**config.mk**
```make
export PLATFORM = sky130hd
export DESIGN_NAME = am2940_dmactl
export DESIGN_NICKNAME = d
export VERILOG_FILES = /design/src/rtl/am2940_dmactl.sv
export SDC_FILE = /design/constraint.sdc
export NUM_CORES = 1
export LEC_CHECK = 0
export CAP_MARGIN = 20
export CORE_UTILIZATION = 33
export CTS_BUF_LIST = sky130_fd_sc_hd__clkbuf_8
export DETAILED_ROUTE_END_ITERATION = 10
export GPL_ROUTABILITY_DRIVEN = 1
export SLEW_MARGIN = 20
export SYNTH_ARGS = -nofsm -noshare
export SYNTH_HDL_FRONTEND = slang
export SYNTH_SLANG_ARGS = --single-unit
```
**constraint.sdc**
```tcl
create_clock -name cp -period 1.64 [get_ports cp]
set_input_delay 0.328 -clock cp [delete_from_list [all_inputs] [get_ports cp]]
set_output_delay 0.328 -clock cp [all_outputs]
set_load 0.005 [all_outputs]
```
**src/rtl/am2940_dmactl.sv**
```systemverilog
// Controller-side sequencer for an am2940 DMA address generator: programs CR/AR/WC, runs dreq/dack transfers, signals end of block.
// Define DMA_AUTOINIT_EN to widen cfg_cr to 4 bits and enable the bit3 auto-init (REINIT and repeat) loop.
module am2940_dmactl #(
  parameter int W = 8
) (
  input  logic         cp,
  input  logic         rst,
  input  logic         start,
  input  logic         abort,
`ifdef DMA_AUTOINIT_EN
  input  logic [3:0]   cfg_cr,
`else
  input  logic [2:0]   cfg_cr,
`endif
  input  logic [W-1:0] cfg_ar,
  input  logic [W-1:0] cfg_wc,
  input  logic         dreq,
  output logic         dack,
  output logic [2:0]   i,
  output logic [W-1:0] dout,
  output logic         doe,
  output logic         aci_,
  output logic         wci_,
  output logic         oea_,
  input  logic         done,
  input  logic         wco_,
  output logic         busy,
  output logic         irq,
  output logic         aborted,
  output logic [W-1:0] xfer_cnt
);

  localparam int CR_W = $bits(cfg_cr);

  typedef enum logic [2:0] {IDLE, WRCR, LDAR, LDWC, WAIT, XFER, FIN} state_t;

  state_t          state, state_nx;
  logic [CR_W-1:0] cr_q, cr_src;
  logic [W-1:0]    ar_q, wc_q;
  logic [1:0]      mode;
  logic            autoinit, last;
  logic            aborted_nx, doe_nx, aci_nx, wci_nx, oea_nx, dack_nx, busy_nx, irq_nx;
  logic [2:0]      i_nx;
  logic [W-1:0]    dout_nx, cnt_nx;

  assign mode = cr_q[1:0];
  // WRCR is entered straight from IDLE, before cr_q has been loaded
  assign cr_src = (state == IDLE) ? cfg_cr : cr_q;

`ifdef DMA_AUTOINIT_EN
  assign autoinit = cr_q[3];
`else
  assign autoinit = 1'b0;
`endif

  always_comb begin
    state_nx   = state;
    aborted_nx = aborted;
    cnt_nx     = xfer_cnt;
    last       = 1'b0;
    case (state)
      IDLE: if (start) begin
        state_nx   = WRCR;
        aborted_nx = 1'b0;
        cnt_nx     = '0;
      end
      WRCR, LDAR, LDWC: begin
        if (abort) begin
          state_nx   = FIN;
          aborted_nx = 1'b1;
        end else begin
          state_nx = (state == WRCR) ? LDAR : (state == LDAR) ? LDWC : WAIT;
        end
      end
      WAIT: begin
        if (abort) begin
          state_nx   = FIN;
          aborted_nx = 1'b1;
        end else if (mode == 2'd1 && done) begin
          state_nx = FIN;
        end else if (dreq) begin
          state_nx = XFER;
        end
      end
      XFER: begin
        // done/wco_ reflect the am2940 counters before this cycle's count edge
        cnt_nx = xfer_cnt + 1'b1;
        last   = (mode == 2'd3) ? !wco_ : (mode != 2'd1) && done;
        if (last) begin
          state_nx = FIN;
        end else if (abort) begin
          state_nx   = FIN;
          aborted_nx = 1'b1;
        end else begin
          state_nx = WAIT;
        end
      end
      FIN: begin
        if (autoinit && !aborted) begin
          state_nx = WAIT;
          cnt_nx   = '0;
        end else begin
          state_nx = IDLE;
        end
      end
      default: state_nx = IDLE;
    endcase

    i_nx    = 3'b111;
    dout_nx = '0;
    doe_nx  = 1'b0;
    aci_nx  = 1'b1;
    wci_nx  = 1'b1;
    oea_nx  = 1'b1;
    dack_nx = 1'b0;
    irq_nx  = 1'b0;
    busy_nx = (state_nx != IDLE);
    case (state_nx)
      WRCR: begin i_nx = 3'b000; dout_nx = W'(cr_src); doe_nx = 1'b1; end
      LDAR: begin i_nx = 3'b101; dout_nx = ar_q;       doe_nx = 1'b1; end
      LDWC: begin i_nx = 3'b110; dout_nx = wc_q;       doe_nx = 1'b1; end
      WAIT: oea_nx = 1'b0;
      XFER: begin aci_nx = 1'b0; wci_nx = 1'b0; oea_nx = 1'b0; dack_nx = 1'b1; end
      FIN: begin
        irq_nx = 1'b1;
        if (autoinit && !aborted_nx) i_nx = 3'b100;
      end
      default: ;
    endcase
  end

  always_ff @(posedge cp) begin
    if (rst) begin
      state    <= IDLE;
      i        <= 3'b111;
      dout     <= '0;
      doe      <= 1'b0;
      aci_     <= 1'b1;
      wci_     <= 1'b1;
      oea_     <= 1'b1;
      dack     <= 1'b0;
      busy     <= 1'b0;
      irq      <= 1'b0;
      aborted  <= 1'b0;
      xfer_cnt <= '0;
    end else begin
      state    <= state_nx;
      i        <= i_nx;
      dout     <= dout_nx;
      doe      <= doe_nx;
      aci_     <= aci_nx;
      wci_     <= wci_nx;
      oea_     <= oea_nx;
      dack     <= dack_nx;
      busy     <= busy_nx;
      irq      <= irq_nx;
      aborted  <= aborted_nx;
      xfer_cnt <= cnt_nx;
    end
  end

  always_ff @(posedge cp) begin
    if (state == IDLE && start) begin
      cr_q <= cfg_cr;
      ar_q <= cfg_ar;
      wc_q <= cfg_wc;
    end
  end

endmodule

```
==> results of run 1 <==
[metrics by stage]
stage          instances  hold slack, ps  worst slack [ps]  total power, uW  utilization, %
3_5_place_dp         288             445              -275             2730            48.7
4_1_cts              296             474              25.0             3580            50.9
6_report             297             466              56.8             3590            51.6
2_1_floorplan        156             424              48.8             2170               -
5_1_grt              297             486              3.85             3800            51.6
3_3_place_gp         288             440              -243             2700            48.7
[worst reg2reg max path, stage by stage (launching register included)]
cell and delay [ps]:
dfxtp_1 440, buf_4 170, nand3b_2 110, nor4_1 310
mux2_2 370, nor2_1 80
[registers in the layout, summed over array words and instances (netlist names)]
register,flops
aborted,1
ar_q,8
busy,1
cr_q,2
dack,1
doe,1
dout,8
i,3
irq,1
oea_,1
state,3
wc_q,8
wci_,1
xfer_cnt,8
[layout make-up]
| type | instances | area (sq um) | share of cell area, % |
|---|---|---|---|
| inverters | 5 | 20.0 | 0.746 |
| well taps | 70 | 87.6 | 3.26 |
| repair buffers | 72 | 703 | 26.2 |
| multi-input cells | 95 | 637 | 23.7 |
| clock buffers | 5 | 68.8 | 2.56 |
| clock inverters | 3 | 43.8 | 1.63 |
| flip-flops and latches | 47 | 1120 | 41.9 |
[cell usage after synthesis (2+ instances only)]
master    count
a22oi_1       4
nor2b_1       3
o21ai_1       6
nor2_1       12
nand4_1       3
edfxtp_1     18
buf_4         3
buf_2         4
clkbuf_1      2
nand2b_1      3
a21oi_1       6
nand2_1      11
a22o_1        5
inv_1         4
o21ai_0       3
nand3_1       3
dfxtp_1      29
and3_1        4
nand3b_1      4
[kinds of logic after synthesis]
kind of cell | synth area share (%)
flip-flops | 61.5
AO/OA/AOI/OAI | 16.2
adder cells (fa/ha/maj) | 0.686
buffers and inverters | 3.84
multiplexers | 1.24
AND/OR/NAND/NOR | 16.5
[routing by layer]
layer	GRT usage (%)	vias up	wire length, um
li1	-	713	-
met1	18.1	668	1860
met2	23.2	47	1850
met3	5.39	6	240
met4	4.23	0	43
met5	0	-	0
[repair_timing]
item	4_1_cts	5_1_grt
setup endpoints to repair	0	8
resized for setup	0	4
hold buffers	0	0
[placed cells by master, fill, tap and decap left out, types with 2 or more instances in the layout]
cell type        Yosys  layout
clkdlybuf4s50_1      0      51
dfxtp_2              0       2
nand4_1              3       3
a21oi_1              6       6
a22o_1               5       5
clkinv_2             1       2
dfxtp_1             29      27
edfxtp_1            18      18
nand2b_1             3       3
nor2_1              12      12
o21ai_1              6       6
nand3_1              3       2
inv_1                4       4
and3_1               4       4
a22oi_1              4       4
nand3b_1             4       4
nand2_1             11      11
o21ai_0              3       3
nor2b_1              3       3
buf_4                3      18
clkbuf_8             0       5
[path summary, 6_finish.rpt]
kind | slack (ps) | end | cells after the start | from
setup reg to reg | 120 | xfer_cnt[7] | 5 | state[0]
hold reg to reg | 470 | dout[2] | 2 | ar_q[2]
hold / removal | 470 | dout[2] | 2 | ar_q[2]
setup / recovery | 60 | ar_q[6] | 4 | start
[power by group through the flow]
stage               logic (uW)  clock network [uW]  registers (uW)
floorplan                  569                   0            1600
global placement          1080                   0            1620
CTS                       1110                 863            1600
detailed placement        1100                   0            1630
global route              1260                 913            1630
finish                    1150                 837            1600
==> results.json, run 1 <==
{
  "place_hpwl_um": 2980,
  "rsz0062_at_grt": "no",
  "via_count": 1434,
  "cts_root_buffer": "clkbuf_8",
  "place_area_sq_um": 2540,
  "cts_buffer_depth": 2,
  "required_ps": 1660,
  "peakVddDrop_mv": 0.556,
  "area_growth_pct": 47.2,
  "synth-seq-area-share_pct": 61.5,
  "p_sw_share_pct": 28.6,
  "h-tree-depth": 2,
  "synth.distinct_cells": 48,
  "drive_gt1_share_pct": 18.9,
  "status": "complete, no violations",
  "crit_fanout": 11,
  "syn_area_per_cell_sq_um": 11.7,
  "end_kind": "flop",
  "skew_ps": 12.4,
  "num_rows": 26,
  "clkLatencyLatePin_ps": 300,
  "post_cts_buffers": 0,
  "tightest_slew_ps": 307,
  "fin_area_sq_um": 2680,
  "syn-cell-area_sq_um": 1820,
  "final_max_slew_viol_count": 0,
  "drt_iter0_drc": 86,
  "yosysWarnings": 0,
  "die_h_um": 76.3,
  "drc_errors": 0,
  "synth_top_area_share_pct": 31.8,
  "fillers": 489,
  "routed_wl_um": 3990,
  "cts.sinks": 47,
  "grt_first_pass_wirelength_um": 6630,
  "startpoint_type": "input port",
  "seqPwrFrac_pct": 44.6,
  "leakage_uw": 0.00101,
  "initial_core_util_pct": 35.0,
  "final_antenna_net_count": 0,
  "cap_viol_max_count": 0,
  "gr-usage-all-layers_pct": 14.5,
  "power_density_nw_per_um2": 1340,
  "core_area_sq_um": 5200,
  "worstSetupPathType": "in -> reg",
  "antennaDiodeCount": 0,
  "grt_pass1_vias": 1465,
  "hp-class": "reg -> reg",
  "synthFlopType": "dfxtp_1",
  "io_buffers": 52,
  "period_needed_ps": 1580,
  "place_congestion": 0.792,
  "syn-num-nets": 183,
  "post-route-period-util_pct": 96.5,
  "io_pins": 53,
  "numCtsBuffers": 5,
  "hold_viol": 0,
  "synthTopCellsByArea": "dfxtp_1, edfxtp_1, nor2_1",
  "setup_viol": 0,
  "drt_first_pass_iters": 4,
  "internal_power_uw": 2560,
  "path_clk_slew_ps": 90,
  "grt_overflow": 0,
  "setup_tns_ps": 0,
  "layout.nets": 253,
  "die_x_um": 76.3,
  "crit_chain": "clkdlybuf4s50_1 > or4b_4 > clkinv_2 > clkbuf_16",
  "slew_headroom_pct": 79.5,
  "dieArea_sq_um": 5830,
  "via_per_inst": 4.83,
  "cp.arrival_ps": 1610,
  "path_buf_inv": 3,
  "synthCells": 156,
  "max_freq_mhz": 632,
  "antenna_found_initial": 0,
  "p_sw_uw": 1030,
  "synth_seq_cells": 47,
  "cts_tree": "built",
  "critPathMaxStageDelay_ps": 500,
  "crit_family": "buffers and inverters",
  "async_reset_ff_share_pct": 0,
  "cp_slowest_cell": "clkdlybuf4s50_1",
  "clockPowerShare_pct": 23.3,
  "synth_edf_count": 18,
  "wl_per_cell_um": 13.4,
  "power_frac_comb_pct": 32.0,
  "yosysTopAreaCell": "dfxtp_1",
  "grt_max_degree": 23
}
Power figures use the tool's default switching activity.
==> run 2, diff against run 1 <==
clock period = 1.6 ns   (was 1.64 ns; I/O delays follow)
==> run 2 against run 1 <==
Net effect:
- cell area is 0.51% lower
- non-clock buffer count is 1 lower
- flip-flop and latch count stayed put
- clock skew is 1.9 ps lower
- worst hold slack worse by 4.4 ps
- register-to-register slack worse by 20 ps
- global-route usage is 0.41 points lower
- critical path depth stayed put
==> results.json, run 2 (same netlist as run 1, synthesis figures left out) <==
{
  "seqPwrFrac_pct": 45.1,
  "cts_root_buffer": "clkbuf_8",
  "core_area_sq_um": 5200,
  "cap_viol_max_count": 0,
  "final_antenna_net_count": 0,
  "setup_ws_ps": 43.4,
  "end_kind": "flop",
  "slew_headroom_pct": 76.0,
  "routed_wl_um": 3910,
  "post-route-util_pct": 51.3,
  "crit_family": "buffers and inverters",
  "cp_slowest_cell": "clkdlybuf4s50_1",
  "finalPower_uw": 3610,
  "path_buf_inv": 3,
  "skew_ps": 10.5,
  "num_rows": 26,
  "internal_power_uw": 2570,
  "rsz0062_at_grt": "yes",
  "via_count": 1445,
  "drive_gt1_share_pct": 19.5,
  "worstSetupPathType": "in -> reg",
  "postCtsHoldBufs": 0,
  "p_sw_share_pct": 28.7,
  "tightest_slew_ps": 360,
  "cts_tree": "built",
  "place_congestion": 0.782,
  "drc_errors": 0,
  "die_h_um": 76.3,
  "post_cts_buffers": 0,
  "io_pins": 53,
  "antenna_found_initial": 0,
  "area_growth_pct": 46.5,
  "antennaDiodeCount": 0,
  "initial_core_util_pct": 35.0,
  "via_per_inst": 4.88,
  "grt_first_pass_wirelength_um": 6500,
  "hp-class": "reg -> reg",
  "gr-usage-all-layers_pct": 14.1,
  "power_frac_comb_pct": 31.5,
  "p_sw_uw": 1030,
  "reg2reg_from": "state[0]",
  "place_hpwl_um": 2920,
  "setup_tns_ps": 0,
  "final_max_slew_viol_count": 0,
  "grt_pass1_vias": 1410,
  "period_needed_ps": 1560,
  "crit_fanout": 22,
  "hold_slack_ps": 462,
  "mostFrequentLayoutCell": "clkdlybuf4s50_1",
  "critical_path.startpoint": "start",
  "max_freq_mhz": 642,
  "clkLatencyLatePin_ps": 300,
  "grt_overflow": 0,
  "peakVddDrop_mv": 0.890,
  "startpoint_type": "input port",
  "path_clk_slew_ps": 90,
  "power_density_nw_per_um2": 1350,
  "critPathMaxStageDelay_ps": 500,
  "hold_viol": 0,
  "layout.nets": 252,
  "leakage_uw": 0.000997,
  "cp.arrival_ps": 1570,
  "cts_buffer_depth": 2,
  "dieArea_sq_um": 5830,
  "min_from": "wc_q[3]",
  "io_buffers": 52,
  "setup_viol": 0,
  "cts.sinks": 47,
  "status": "complete, no violations",
  "wl_per_cell_um": 13.2,
  "drt_first_pass_iters": 4,
  "die_x_um": 76.3,
  "post-place-ws_ps": -314,
  "layout_common_cells": "clkdlybuf4s50_1, dfxtp_1, edfxtp_1, buf_4, nor2_1",
  "post-route-period-util_pct": 97.3,
  "numCtsBuffers": 5,
  "required_ps": 1610,
  "crit_chain": "clkdlybuf4s50_1 > or4b_4 > clkinv_2 > buf_12",
  "h-tree-depth": 2,
  "clockPowerShare_pct": 23.4,
  "grt_max_degree": 23,
  "drt_iter0_drc": 61
}
==> run 2: timing repair <==
action,4_1_cts,5_1_grt
endpoints found under the setup margin,1,11
resized for setup,1,7
hold endpoints to repair,0,0
cloned,0,0
==> run 2: through the flow <==
stage / instances / instance area [sq um]
3_3_place_gp: 288 / 2540
2_1_floorplan: 156 / 1820
3_5_place_dp: 288 / 2540
5_1_grt: 296 / 2670
6_report: 296 / 2670
4_1_cts: 296 / 2650
==> run 2: path summary, 6_finish.rpt <==
kind | endpoint | slack [ps] | depth (start not counted)
max | cr_q[1] | 40 | 4
min | dout[3] | 460 | 1
max reg2reg | xfer_cnt[7] | 100 | 5
min reg2reg | dout[3] | 460 | 1
==> run 2: layout make-up <==
class	instances	area, sq um
multi-input cells	95	649
well taps	70	87.6
inverters	5	20.0
flip-flops and latches	47	1120
fillers	481	2530
clock buffers	5	68.8
repair buffers	71	678
clock inverters	3	41.3
==> run 2: power groups by stage <==
stage	sequential, uW	clock [uW]	combinational [uW]
after floorplan	1640	0	583
after global placement	1650	0	1110
after detailed placement	1650	0	1130
after CTS	1630	857	1140
after global routing	1650	912	1230
final	1630	846	1140
==> run 2: per-layer routing <==
layer	part of all wire [%]	global-route usage (%)
met2	47	24.3
met4	0.77	3.46
met3	5.8	3.95
met1	46	17.2
met5	0	0
